==> config.mk <==
export PLATFORM = sky130hd
export DESIGN_NAME = instr_encoder
export DESIGN_NICKNAME = d
export VERILOG_FILES = /design/src/rtl/enc_pkg.sv /design/src/rtl/imm_pack.sv /design/src/rtl/instr_encoder.sv
export SDC_FILE = /design/constraint.sdc
export NUM_CORES = 1
export LEC_CHECK = 0
export ABC_AREA = 1
export BUFFER_PORTS_ARGS = -buffer_cell sky130_fd_sc_hd__buf_2
export CAP_MARGIN = 10
export CORE_MARGIN = 4
export CORE_UTILIZATION = 40
export DETAILED_ROUTE_END_ITERATION = 8
export MAX_ROUTING_LAYER = met4
export PLACE_DENSITY = 0.71
export SLEW_MARGIN = 40
export SYNTH_ARGS = -nofsm -noshare
export SYNTH_HDL_FRONTEND = slang
export SYNTH_HIERARCHICAL = 1
export SYNTH_SLANG_ARGS = --single-unit
==> constraint.sdc <==
create_clock -name clk -period 2.48 [get_ports clk]
set_input_delay 0.372 -clock clk [delete_from_list [all_inputs] [get_ports clk]]
set_output_delay 0.372 -clock clk [all_outputs]
set_load 0.01 [all_outputs]
==> src/rtl/enc_pkg.sv <==
// Shared definitions for the RISC-V immediate encoder: format codes and the
// instruction width used by both the encode and decode sides.
package enc_pkg;

    localparam int INSTR_W = 32;

    typedef enum logic [2:0] {
        FMT_I = 3'b000,
        FMT_S = 3'b001,
        FMT_B = 3'b010,
        FMT_U = 3'b011,
        FMT_J = 3'b100
    } fmt_t;

endpackage

==> src/rtl/imm_pack.sv <==
// Combinational immediate packer: scatters imm into the bit positions of the
// selected format on top of base. Optional range check under RANGE_CHECK_EN.
module imm_pack
    import enc_pkg::*;
#(
    parameter int WIDTH = INSTR_W
) (
    input  logic [2:0]       fmt,
    input  logic [WIDTH-1:0] imm,
    input  logic [WIDTH-1:0] base,
    output logic [WIDTH-1:0] instr,
    output logic             err
);

`ifdef RANGE_CHECK_EN
    // True when v survives truncation to 'bits' bits followed by sign extension.
    function automatic logic fits_signed(input logic signed [WIDTH-1:0] v, input int bits);
        logic signed [WIDTH-1:0] ext;
        ext = (v <<< (WIDTH - bits)) >>> (WIDTH - bits);
        return ext == v;
    endfunction

    logic signed [WIDTH-1:0] imm_s;
    assign imm_s = $signed(imm);
`endif

    logic [WIDTH-1:0] packed_word;
    logic             legal;
    logic             in_range;

    always_comb begin
        packed_word = base;
        legal       = 1'b1;
        in_range    = 1'b1;
        case (fmt)
            FMT_I: begin
                packed_word = {imm[11:0], base[19:0]};
`ifdef RANGE_CHECK_EN
                in_range = fits_signed(imm_s, 12);
`endif
            end
            FMT_S: begin
                packed_word = {imm[11:5], base[24:12], imm[4:0], base[6:0]};
`ifdef RANGE_CHECK_EN
                in_range = fits_signed(imm_s, 12);
`endif
            end
            FMT_B: begin
                packed_word = {imm[12], imm[10:5], base[24:12], imm[4:1], imm[11], base[6:0]};
`ifdef RANGE_CHECK_EN
                in_range = fits_signed(imm_s, 13) && !imm[0];
`endif
            end
            FMT_U: begin
                packed_word = {imm[31:12], base[11:0]};
`ifdef RANGE_CHECK_EN
                in_range = (imm[11:0] == 12'd0);
`endif
            end
            FMT_J: begin
                packed_word = {imm[20], imm[10:1], imm[11], imm[19:12], base[11:0]};
`ifdef RANGE_CHECK_EN
                in_range = fits_signed(imm_s, 21) && !imm[0];
`endif
            end
            default: legal = 1'b0;
        endcase
        // A flagged word passes the template through untouched.
        err   = !legal || !in_range;
        instr = err ? base : packed_word;
    end

endmodule

==> src/rtl/instr_encoder.sv <==
// Two-stage pipelined RISC-V immediate encoder with valid/ready on both sides.
// Define RANGE_CHECK_EN to flag immediates that do not fit their format.
module instr_encoder
    import enc_pkg::*;
#(
    parameter int WIDTH = INSTR_W,
    parameter int CNT_W = 16
) (
    input  logic             clk,
    input  logic             rst,
    input  logic             in_valid,
    output logic             in_ready,
    input  logic [2:0]       fmt,
    input  logic [WIDTH-1:0] imm,
    input  logic [WIDTH-1:0] base,
    output logic             out_valid,
    input  logic             out_ready,
    output logic [WIDTH-1:0] instr,
    output logic             err,
    output logic [CNT_W-1:0] enc_count
);

    logic             vld_p0;
    logic [2:0]       fmt_p0;
    logic [WIDTH-1:0] imm_p0;
    logic [WIDTH-1:0] base_p0;

    logic             vld_p1;
    logic [WIDTH-1:0] instr_p1;
    logic             err_p1;

    logic [WIDTH-1:0] pack_instr;
    logic             pack_err;
    logic             adv_p1;

    assign adv_p1   = !vld_p1 || out_ready;
    assign in_ready = !vld_p0 || adv_p1;

    // Stage A: capture the raw request
    always_ff @(posedge clk) begin
        if (in_valid && in_ready) begin
            fmt_p0  <= fmt;
            imm_p0  <= imm;
            base_p0 <= base;
        end
    end

    imm_pack #(
        .WIDTH(WIDTH)
    ) u_imm_pack (
        .fmt  (fmt_p0),
        .imm  (imm_p0),
        .base (base_p0),
        .instr(pack_instr),
        .err  (pack_err)
    );

    // Stage B: encoded word, held while the consumer stalls
    always_ff @(posedge clk or posedge rst) begin
        if (rst) begin
            vld_p0    <= 1'b0;
            vld_p1    <= 1'b0;
            instr_p1  <= '0;
            err_p1    <= 1'b0;
            enc_count <= '0;
        end else begin
            if (in_ready) vld_p0 <= in_valid;
            if (adv_p1) begin
                vld_p1 <= vld_p0;
                if (vld_p0) begin
                    instr_p1 <= pack_instr;
                    err_p1   <= pack_err;
                end
            end
            if (vld_p1 && out_ready) enc_count <= enc_count + CNT_W'(1);
        end
    end

    assign out_valid = vld_p1;
    assign instr     = instr_p1;
    assign err       = err_p1;

endmodule

==> key figures <==
Status
  • Status: completed

Cells and area
  • Diodes inserted: 0
  • Filler Cells Inserted: 990
  • Share of cells above drive strength 1: 0.394
  • Area growth from synthesis to layout: 26.9%
  • Non-filler instance count after layout: 663
  • Net count of the finished layout: 579

Clock tree
  • Clock input transition at the sequential cells of the worst setup and hold paths: 0.05 ns
  • Clock sink count: 118
  • Total clock buffers created by CTS: 17
  • Maximum level of the CTS H-tree: 4
  • Maximum number of buffers from clock root to sink: 2
  • Post_cts resized: 0
  • Latest clock arrival within the worst-skew pair: 0.41 ns
  • Cts hold-fix bufs: 1
  • Library cell used as clock root buffer: sky130_fd_sc_hd__clkbuf_16
  • TritonCTS clock tree: yes
  • Post-CTS setup buffers: 0

Synth
  • Net Count, Synth: 451
  • Cell area after synthesis: 4850 sq um
  • Yosys top cell by area: sky130_fd_sc_hd__edfxtp_1
  • Average size of a mapped cell: 12.8 sq um
  • Dominant cells by area after synthesis: sky130_fd_sc_hd__edfxtp_1 (41%), sky130_fd_sc_hd__dfrtp_1 (26%), sky130_fd_sc_hd__mux2_2 (6.3%)
  • Synth top area share: 0.414
  • Sequential area share after synthesis: 0.677
  • Flop and latch count out of synthesis: 118
  • Post-Syn Instances: 379
  • Yosys warnings: 6
  • Number of different library cells in the post-synthesis netlist: 25

Placement
  • Port Buffers: 121
  • Total instance count after detailed placement: 630
  • Routability Congestion: 0.831
  • Minimum setup slack after placement: 0.513 ns
  • Final HPWL from detailed placement: 7.32 mm

GRT
  • Antenna violations before repair: 0
  • Via count of the first global-routing pass: 3279
  • Wire length of the first global-routing pass: 16.6 mm
  • Tot GR Track Use: 0.159
  • Pin count of the biggest net entering global routing: 68
  • Grt ovf: 0

Worst setup path
  • Cells along the critical path: nand2_1 > nand2_1 > nand2_1 > nand2_1 > a21oi_1 > mux2_2
  • Critical path startpoint category: register
  • Most frequent cell on the critical path: sky130_fd_sc_hd__nand2_1
  • Data arrival at the endpoint of the critical path: 2.29 ns
  • Required time of the critical path: 2.78 ns
  • Maximum cell stage delay along the critical path: 0.50 ns
  • Endpoint class of the critical path: register
  • Standard cell with the maximum stage delay on the critical path: sky130_fd_sc_hd__edfxtp_1
  • Highest fanout seen on the critical path: 15
  • Critical setup path kind: reg2reg

Hold path
  • Worst min-delay path class: in2reg

Detailed routing
  • Remaining number of nets flagged by the antenna check after routing: 0
  • Total Wirelength: 10.2 mm
  • Remaining routing DRC violations: 0
  • Routed via count divided by cell count: 4.82
  • Number of search-and-repair iterations in the first detailed-routing pass: 5
  • Mean routed wirelength per cell: 15.4 microns
  • Iter 0 DRT Violations: 216
  • Count of vias placed by the detailed router: 3195

Power and ir drop
  • Leakage power: 0.00284 uW
  • IR Drop Worst-Case VDD: 0.000591 V
  • Pwr/cell area: 985 nW/um^2

Timing
  • Fmax: 502 MHz
  • Pin slew with the least headroom to its limit: 0.612 ns
  • Number of setup violations in the final report: 0
  • Number of slew-limit violations in the final report: 0
  • Slack of the critical path: 0.488 ns
  • Setup repair after global routing missed its margin: no
  • Largest clock skew in the final design: 0.00985 ns
  • Max-Slew Margin vs Limit: 0.592
  • Final sum of negative setup slack: 0 ns
  • Share of the clock period used by the worst path after layout: 0.803
  • Fin crit period: 1.99 ns
  • Final Hold Fails: 0

Die
  • Die extent in x: 118 microns
  • CORE AREA: 11700 sq um
  • Placement Rows: 39
  • Initial cell density of the core: 0.416
  • Number of ports placed on the die boundary: 122
  • Die Height: 118 microns
  • Die outline area: 14000 sq um

Run
  • Max-Cap Viols: 0
-- registers in the layout, indices dropped and copies added (netlist names) --
signal,count
base_p0,32
enc_count,16
err,1
fmt_p0,3
imm_p0,32
instr,32
out_valid,1
vld_p0,1
-- cells in the mapped netlist --
library cell and n:
sky130_fd_sc_hd__nand2_1 78, sky130_fd_sc_hd__edfxtp_1 67, sky130_fd_sc_hd__dfrtp_1 51, sky130_fd_sc_hd__nand3_1 41, sky130_fd_sc_hd__mux2_2 27, sky130_fd_sc_hd__inv_1 24
sky130_fd_sc_hd__nor2_1 16, sky130_fd_sc_hd__o21ai_0 13, sky130_fd_sc_hd__buf_4 11, sky130_fd_sc_hd__xor2_1 8, sky130_fd_sc_hd__nand4_1 7, sky130_fd_sc_hd__mux2_4 6
sky130_fd_sc_hd__nor2_4 5, sky130_fd_sc_hd__buf_6 4, sky130_fd_sc_hd__a21oi_1 3, sky130_fd_sc_hd__inv_2 3, sky130_fd_sc_hd__nand2_2 3, sky130_fd_sc_hd__xnor2_1 3
sky130_fd_sc_hd__nand2_4 2, sky130_fd_sc_hd__o21ai_2 2, sky130_fd_sc_hd__ha_1 1, sky130_fd_sc_hd__inv_4 1, sky130_fd_sc_hd__nor2_2 1, sky130_fd_sc_hd__nor2_8 1
sky130_fd_sc_hd__nor3_1 1
-- final timing paths --
check	start	end	slack (ns)	depth (start not counted)
min in group asynchronous	rst	enc_count[3]$_DFFE_PP0P_	0.52	3
hold reg to reg	base_p0[5]$_DFFE_PP_	instr[5]$_DFFE_PP0P_	0.47	1
max in group asynchronous	rst	enc_count[14]$_DFFE_PP0P_	1.19	4
setup reg to reg	fmt_p0[1]$_DFFE_PP_	instr[28]$_DFFE_PP0P_	0.49	6
setup / recovery	fmt_p0[1]$_DFFE_PP_	instr[28]$_DFFE_PP0P_	0.49	6
hold / removal	base[9]	base_p0[9]$_DFFE_PP_	0.13	1
-- critical path, delay by kind of cell, from the launching register on --
family             cells  cell delay (ns)
AOI/OAI and AO/OA      1             0.07
DFF                    1             0.50
muxes                  1             0.26
and+or+nand+nor        4             1.05
-- final cells by class --
| type | count | area (sq um) | share of cell area |
|---|---|---|---|
| clock inverters | 15 | 186 | 0.0303 |
| clock buffers | 17 | 425 | 0.0690 |
| repair buffers | 124 | 643 | 0.104 |
| flip-flops and latches | 118 | 3290 | 0.534 |
| multi-input cells | 218 | 1330 | 0.216 |
| well taps | 143 | 179 | 0.0290 |
| inverters | 28 | 108 | 0.0175 |
-- power by group --
| group | internal [uW] | switching [uW] |
|---|---|---|
| registers | 2410 | 189 |
| clock network | 1660 | 835 |
| logic | 453 | 518 |
| total | 4530 | 1540 |
-- layer usage --
layer | track usage | vias up | wire (microns) | share of wire
li1 | - | 1557 | - | -
met2 | 0.247 | 117 | 5090 | 0.50
met5 | - | - | 0 | 0
met1 | 0.191 | 1504 | 4330 | 0.42
met3 | 0.0487 | 17 | 606 | 0.059
met4 | 0.0711 | 0 | 176 | 0.017
-- logic make-up after synthesis --
| family | share of synthesized area |
|---|---|
| xor+xnor | 0.0198 |
| flops | 0.677 |
| fa+ha+maj | 0.00258 |
| buf+inv | 0.0485 |
| compound gates | 0.0201 |
| mux | 0.0812 |
| simple gates | 0.151 |
-- stage by stage --
stage / hold slack (ns) / util / instance area (sq um) / power [uW]
after floorplan: 0.471 / - / 4850 / 3210
after global placement: 0.404 / 0.475 / 5540 / 3590
after detailed placement: 0.408 / 0.475 / 5540 / 3630
after CTS: 0.114 / 0.528 / 6160 / 6160
after global routing: 0.108 / 0.528 / 6160 / 6360
final: 0.133 / 0.528 / 6160 / 6070
-- cell usage in the layout, fill, tap and decap left out --
master | Yosys | routed
sky130_fd_sc_hd__nor2_1 | 16 | 16
sky130_fd_sc_hd__nand2_2 | 3 | 3
sky130_fd_sc_hd__clkinv_1 | 0 | 3
sky130_fd_sc_hd__inv_2 | 3 | 5
sky130_fd_sc_hd__nand2_1 | 78 | 78
sky130_fd_sc_hd__clkinv_4 | 0 | 2
sky130_fd_sc_hd__mux2_4 | 6 | 6
sky130_fd_sc_hd__edfxtp_1 | 67 | 67
sky130_fd_sc_hd__buf_12 | 0 | 1
sky130_fd_sc_hd__nand2_4 | 2 | 2
sky130_fd_sc_hd__bufinv_16 | 0 | 4
sky130_fd_sc_hd__nor2_2 | 1 | 1
sky130_fd_sc_hd__buf_2 | 0 | 121
sky130_fd_sc_hd__o21ai_2 | 2 | 2
sky130_fd_sc_hd__nor2_4 | 5 | 5
sky130_fd_sc_hd__clkinvlp_4 | 0 | 3
sky130_fd_sc_hd__clkbuf_16 | 0 | 17
sky130_fd_sc_hd__xnor2_1 | 3 | 3
sky130_fd_sc_hd__ha_1 | 1 | 1
sky130_fd_sc_hd__inv_4 | 1 | 1
sky130_fd_sc_hd__nor2_8 | 1 | 1
sky130_fd_sc_hd__nand4_1 | 7 | 7
sky130_fd_sc_hd__dlygate4sd3_1 | 0 | 1
sky130_fd_sc_hd__nand3_1 | 41 | 41
sky130_fd_sc_hd__clkinv_2 | 0 | 3
sky130_fd_sc_hd__o21ai_0 | 13 | 13
sky130_fd_sc_hd__nor3_1 | 1 | 1
sky130_fd_sc_hd__mux2_2 | 27 | 27
sky130_fd_sc_hd__dfrtp_1 | 51 | 51
sky130_fd_sc_hd__xor2_1 | 8 | 8
sky130_fd_sc_hd__buf_4 | 11 | 1
sky130_fd_sc_hd__a21oi_1 | 3 | 3
sky130_fd_sc_hd__inv_1 | 24 | 22
No activity file was read; power rests on OpenSTA's default activity.
